[src/rtl/mips_mc_control.sv]
// Multi-cycle MIPS control FSM: state register plus combinational output decode.
// Optional macro MIPS_MC_JUMP_EN enables the j instruction (JUMP state, pc_src=2).
module mips_mc_control (
  input  logic       clk,
  input  logic       rst_n,
  input  logic [5:0] opcode,
  input  logic [5:0] funct,
  input  logic       zero,
  input  logic       mem_ready,
  output logic       mem_req,
  output logic       iord,
  output logic       mem_write,
  output logic       ir_write,
  output logic       reg_dst,
  output logic       mem_to_reg,
  output logic       reg_write,
  output logic       alu_src_a,
  output logic [1:0] alu_src_b,
  output logic [2:0] alu_ctrl,
  output logic [1:0] pc_src,
  output logic       pc_en,
  output logic       instr_done,
  output logic       illegal
);

  typedef enum logic [3:0] {
    S_FETCH, S_DECODE, S_MEMADR, S_MEMRD, S_MEMWB, S_MEMWR, S_RTEXEC,
    S_RTWB, S_BEQ, S_ADDIEX, S_ADDIWB, S_JUMP, S_HALT
  } state_t;

  localparam logic [5:0] OP_RTYPE = 6'b000000;
  localparam logic [5:0] OP_LW    = 6'b100011;
  localparam logic [5:0] OP_SW    = 6'b101011;
  localparam logic [5:0] OP_BEQ   = 6'b000100;
  localparam logic [5:0] OP_ADDI  = 6'b001000;
  localparam logic [5:0] OP_J     = 6'b000010;

  localparam logic [2:0] ALU_AND = 3'b000;
  localparam logic [2:0] ALU_OR  = 3'b001;
  localparam logic [2:0] ALU_ADD = 3'b010;
  localparam logic [2:0] ALU_SUB = 3'b110;
  localparam logic [2:0] ALU_SLT = 3'b111;

  state_t     state, next_state;
  logic       rt_ok;
  logic [2:0] rt_alu;

  always_comb begin
    rt_ok  = 1'b1;
    rt_alu = ALU_AND;
    case (funct)
      6'b100000: rt_alu = ALU_ADD;
      6'b100010: rt_alu = ALU_SUB;
      6'b100100: rt_alu = ALU_AND;
      6'b100101: rt_alu = ALU_OR;
      6'b101010: rt_alu = ALU_SLT;
      default:   rt_ok  = 1'b0;
    endcase
  end

  always_comb begin
    next_state = state;
    case (state)
      S_FETCH:  if (mem_ready) next_state = S_DECODE;
      S_DECODE: begin
        case (opcode)
          OP_LW, OP_SW: next_state = S_MEMADR;
          OP_RTYPE:     next_state = S_RTEXEC;
          OP_BEQ:       next_state = S_BEQ;
          OP_ADDI:      next_state = S_ADDIEX;
`ifdef MIPS_MC_JUMP_EN
          OP_J:         next_state = S_JUMP;
`endif
          default:      next_state = S_HALT;
        endcase
      end
      S_MEMADR: next_state = (opcode == OP_SW) ? S_MEMWR : S_MEMRD;
      S_MEMRD:  if (mem_ready) next_state = S_MEMWB;
      S_MEMWR:  if (mem_ready) next_state = S_FETCH;
      S_RTEXEC: next_state = rt_ok ? S_RTWB : S_HALT;
      S_ADDIEX: next_state = S_ADDIWB;
      S_MEMWB, S_RTWB, S_BEQ, S_ADDIWB: next_state = S_FETCH;
`ifdef MIPS_MC_JUMP_EN
      S_JUMP:   next_state = S_FETCH;
`endif
      default:  next_state = S_HALT;
    endcase
  end

  // NOTE: sequential state uses non-blocking assignments so every flop samples pre-edge values.
  always_ff @(posedge clk or negedge rst_n) begin
    if (!rst_n) begin
      state   <= S_FETCH;
      illegal <= 1'b0;
    end else begin
      state <= next_state;
      if (next_state == S_HALT) illegal <= 1'b1;
    end
  end

  // Outputs are gated by rst_n so they drop the moment reset asserts.
  always_comb begin
    // NOTE: every output gets a default first so no path through the case infers a latch.
    mem_req    = 1'b0;
    iord       = 1'b0;
    mem_write  = 1'b0;
    ir_write   = 1'b0;
    reg_dst    = 1'b0;
    mem_to_reg = 1'b0;
    reg_write  = 1'b0;
    alu_src_a  = 1'b0;
    alu_src_b  = 2'd0;
    alu_ctrl   = ALU_AND;
    pc_src     = 2'd0;
    pc_en      = 1'b0;
    instr_done = 1'b0;
    if (rst_n) begin
      case (state)
        S_FETCH: begin
          mem_req   = 1'b1;
          alu_src_b = 2'd1;
          alu_ctrl  = ALU_ADD;
          ir_write  = mem_ready;
          pc_en     = mem_ready;
        end
        S_DECODE: begin
          alu_src_b = 2'd3;
          alu_ctrl  = ALU_ADD;
        end
        S_MEMADR, S_ADDIEX: begin
          alu_src_a = 1'b1;
          alu_src_b = 2'd2;
          alu_ctrl  = ALU_ADD;
        end
        S_MEMRD: begin
          mem_req = 1'b1;
          iord    = 1'b1;
        end
        S_MEMWB: begin
          reg_write  = 1'b1;
          mem_to_reg = 1'b1;
          instr_done = 1'b1;
        end
        S_MEMWR: begin
          mem_req    = 1'b1;
          iord       = 1'b1;
          mem_write  = 1'b1;
          instr_done = mem_ready;
        end
        S_RTEXEC: begin
          alu_src_a = 1'b1;
          alu_ctrl  = rt_alu;
        end
        S_RTWB: begin
          reg_write  = 1'b1;
          reg_dst    = 1'b1;
          instr_done = 1'b1;
        end
        S_BEQ: begin
          alu_src_a  = 1'b1;
          alu_ctrl   = ALU_SUB;
          pc_src     = 2'd1;
          pc_en      = zero;
          instr_done = 1'b1;
        end
        S_ADDIWB: begin
          reg_write  = 1'b1;
          instr_done = 1'b1;
        end
`ifdef MIPS_MC_JUMP_EN
        S_JUMP: begin
          pc_src     = 2'd2;
          pc_en      = 1'b1;
          instr_done = 1'b1;
        end
`endif
        default: ;
      endcase
    end
  end

endmodule

[config.mk]
export PLATFORM = sky130hd
export DESIGN_NAME = mips_mc_control
export DESIGN_NICKNAME = d
export VERILOG_FILES = /design/src/rtl/mips_mc_control.sv
export SDC_FILE = /design/constraint.sdc
export NUM_CORES = 1
export LEC_CHECK = 0
export CORE_MARGIN = 2
export CORE_UTILIZATION = 35
export DETAILED_ROUTE_END_ITERATION = 7
export GPL_ROUTABILITY_DRIVEN = 0
export HOLD_SLACK_MARGIN = 0.12
export PLACE_DENSITY = 0.68
export SLEW_MARGIN = 5
export SYNTH_ARGS = -nofsm -noshare
export SYNTH_HDL_FRONTEND = slang
export SYNTH_SLANG_ARGS = --single-unit
[constraint.sdc]
create_clock -name clk -period 2.5 [get_ports clk]
set_clock_uncertainty 0.05 [all_clocks]
set_input_delay 0.25 -clock clk [delete_from_list [all_inputs] [get_ports clk]]
set_output_delay 0.25 -clock clk [all_outputs]
set_load 0.01 [all_outputs]
==> results_dict.tcl <==
set metrics [dict create \
    cp_num_buf_inv 2 \
    ys_seq_area_share_pct 17.67 \
    grt_pass1_wl_mm 3.601 \
    endpoint_kind "output port" \
    ant_nets 0 \
    fin_crit_sh_pct 92.13 \
    nNetsFinal 148 \
    async_flop_share_pct 100.0 \
    yosys.area.top_type "dfrtp_1" \
    pwr-share-seq_pct 23.2 \
    vias_per_cell 5.392 \
    power_density_nw_per_um2 823.8 \
    dpl_cell_area_um2 1036 \
    required_ns 2.20 \
    synth_fp_nets 116 \
    finalWorstSetupSlack_ns 0.1968 \
    rsz0062_at_grt "false" \
    clkTransAtPathRegs_ns 0.05 \
    ys_seq_elements 5 \
    postLayoutCoreUtil_pct 55.03 \
    p_leak_nw 0.4195 \
    grt_max_degree 20 \
    critPathLaunch "state[2]$_DFF_PN0_" \
    setup_viol 0 \
    regToRegSetupSlack_ns 0.74 \
    fillers 206 \
    antenna_found_initial 0 \
    via_count 852 \
    post_drt_wl_per_cell_um 13.07 \
    p_comb_share_pct 65.2 \
    critPathKind "reg2out" \
    clockRootBuffer "clkbuf_4" \
    peakVddDrop_v 0.0006414 \
    period_minus_slack_ns 2.303 \
    fmax_mhz 434.2 \
    port-buffer-count 32 \
    routed_wl_mm 2.065 \
    ys.flop_type "dfrtp_1" \
    drive_above_1_share_pct 8.397 \
    crit_chain "buf_4, nor2b_1, mux2i_1, o32ai_1, and2_1, clkdlybuf4s50_1" \
    ys_warn_count 0 \
    wl_met1_um 896 \
    cts_buffers 3 \
    ys_types 42 \
    rr_endpoint "state[0]$_DFF_PN0_" \
    r2r-start "state[2]$_DFF_PN0_" \
    cap_violations 0 \
    initial_utilization_pct 36.47 \
    ctsHoldBuffers 0 \
    drt_first_iter_violations 18 \
    wl_met2_mm 1.032 \
    clk_latency_ns 0.25 \
    clkPwrFrac_pct 11.5 \
    finalSetupTns_ns 0 \
    drc 0 \
    run_status "finished, final reports clean" \
    fp.dieArea_um2 2399 \
    rr_worst_depth 5 \
    die_h_um 48.98 \
    path_delay_family "buffers and inverters" \
    max_stage_delay_ns 0.53 \
    synthTopCellsByArea "dfrtp_1 (18%), o21ai_0 (4.9%), nand2_1 (4.8%)" \
    layout.cells.non_filler 158 \
    clock-sinks 5 \
    grt_pass1_vias 842 \
    htree_levels 1 \
    rows 16 \
    arrival_ns 2.00 \
    synth_cells 100 \
    regArea_um2 126.4 \
    dp.cells 154 \
    multi_input_area_um2 528.0 \
    core_area_um2 1942 \
    cts_tree "built" \
    groute.usage.overall_pct 18.51 \
    slowest_stage "clkdlybuf4s50_1" \
    io_pins 34 \
    area_growth_pct 50.88 \
    hpwl_mm 1.647 \
    worstSetupStartpointType "flip-flop" \
    slew_violations 0 \
    topRoutingLayerUsed "met4" \
    drt_first_pass_iters 4 \
    p_switching_w 0.0004009 \
    die_w_um 48.98 \
    met3WireLength_um 120 \
    hp-class "in2async" \
    gr-total-overflow 0 \
    avgSynthCellArea_um2 7.082 \
    synth.top_cell.area_share_pct 17.67 \
    critPathMaxFanout 9 \
    hold_viol_final 0 \
    synthesis.area_um2 708.2 \
    internal_power_w 0.0004793 \
    sw_frac_of_total_pct 45.54 \
    clockBufferDepth 2 \
    finalInstanceArea_um2 1069 \
    diodes 0 \
    pre_cts_ws_ns 0.2838 \
    synth-edff-count 0 \
]
## sequential cells by signal (all words and copies together) (netlist names)
register,count
state,4
illegal,1
## area by class of cell
class,instances,share of cell area [%]
flip-flops and latches,5,11.83
inverters,3,1.054
multi-input cells,84,49.41
well taps,27,3.162
repair buffers,35,32.08
clock buffers,4,2.459
## kinds of logic after synthesis
kind of cell	synth area share [%]
flops	17.67
xor+xnor	2.474
other cells	0.5295
simple gates	39.75
buf+inv	8.479
compound gates	28.27
mux	2.827
## timing repair
| item | CTS | global route |
|---|---|---|
| setup buffers | 0 | 0 |
| gates resized for setup | 0 | 3 |
| setup endpoints to repair | 0 | 1 |
| endpoints found under the hold margin | 0 | 0 |
## cell usage in the layout, fill, tap and decap left out, types with 3 or more instances in the layout
cell,count
a21oi_1,3
a31oi_1,3
and2_1,3
buf_4,3
clkbuf_4,3
clkdlybuf4s50_1,32
dfrtp_1,4
inv_1,3
nand2_1,9
nand2b_1,4
nor2_1,9
nor2b_1,3
nor3_1,4
nor3b_1,3
o21a_1,3
o21ai_0,7
## synthesized netlist by cell type, drive strengths merged, types with 4 or more instances
cell type	count
nor2b	5
o21ai	7
nand2b	4
nor2	9
nor3	4
buf	5
dfrtp	5
nand2	9
## stage by stage
| step | total power (W) | hold WS (ns) |
|---|---|---|
| 6_report | 0.0008803 | 0.4894 |
| 5_1_grt | 0.0009560 | 0.5158 |
| 4_1_cts | 0.0008721 | 0.4964 |
| 3_5_place_dp | 0.0007703 | 0.5453 |
| 3_3_place_gp | 0.0007593 | 0.5394 |
| 2_1_floorplan | 0.0005573 | -0.09559 |
## power groups by stage
stage / clock, W / sequential [W] / combinational (W)
4_1_cts: 0.000100 / 0.000199 / 0.000573
3_3_place_gp: 0 / 0.000200 / 0.000559
3_5_place_dp: 0 / 0.000200 / 0.000570
5_1_grt: 0.000110 / 0.000220 / 0.000626
2_1_floorplan: 0 / 0.000132 / 0.000425
6_report: 0.000102 / 0.000204 / 0.000574
## metal layers
metal / vias up / GRT usage, %
li1: 432 / -
met1: 388 / 21.17
met2: 29 / 33.79
met3: 3 / 4.294
met4: 0 / 5.714
met5: - / 0
## worst max path at each step
stage	to	slack, ns	depth (start not counted)
6_report	reg_write	0.20	6
5_1_grt	reg_write	0.02	5
4_1_cts	alu_ctrl[2]	0.08	4
3_5_place_dp	alu_ctrl[2]	0.28	4
3_3_place_gp	alu_ctrl[2]	0.34	5
2_1_floorplan	alu_ctrl[2]	0.96	4
(Power assumes the default switching activity.)
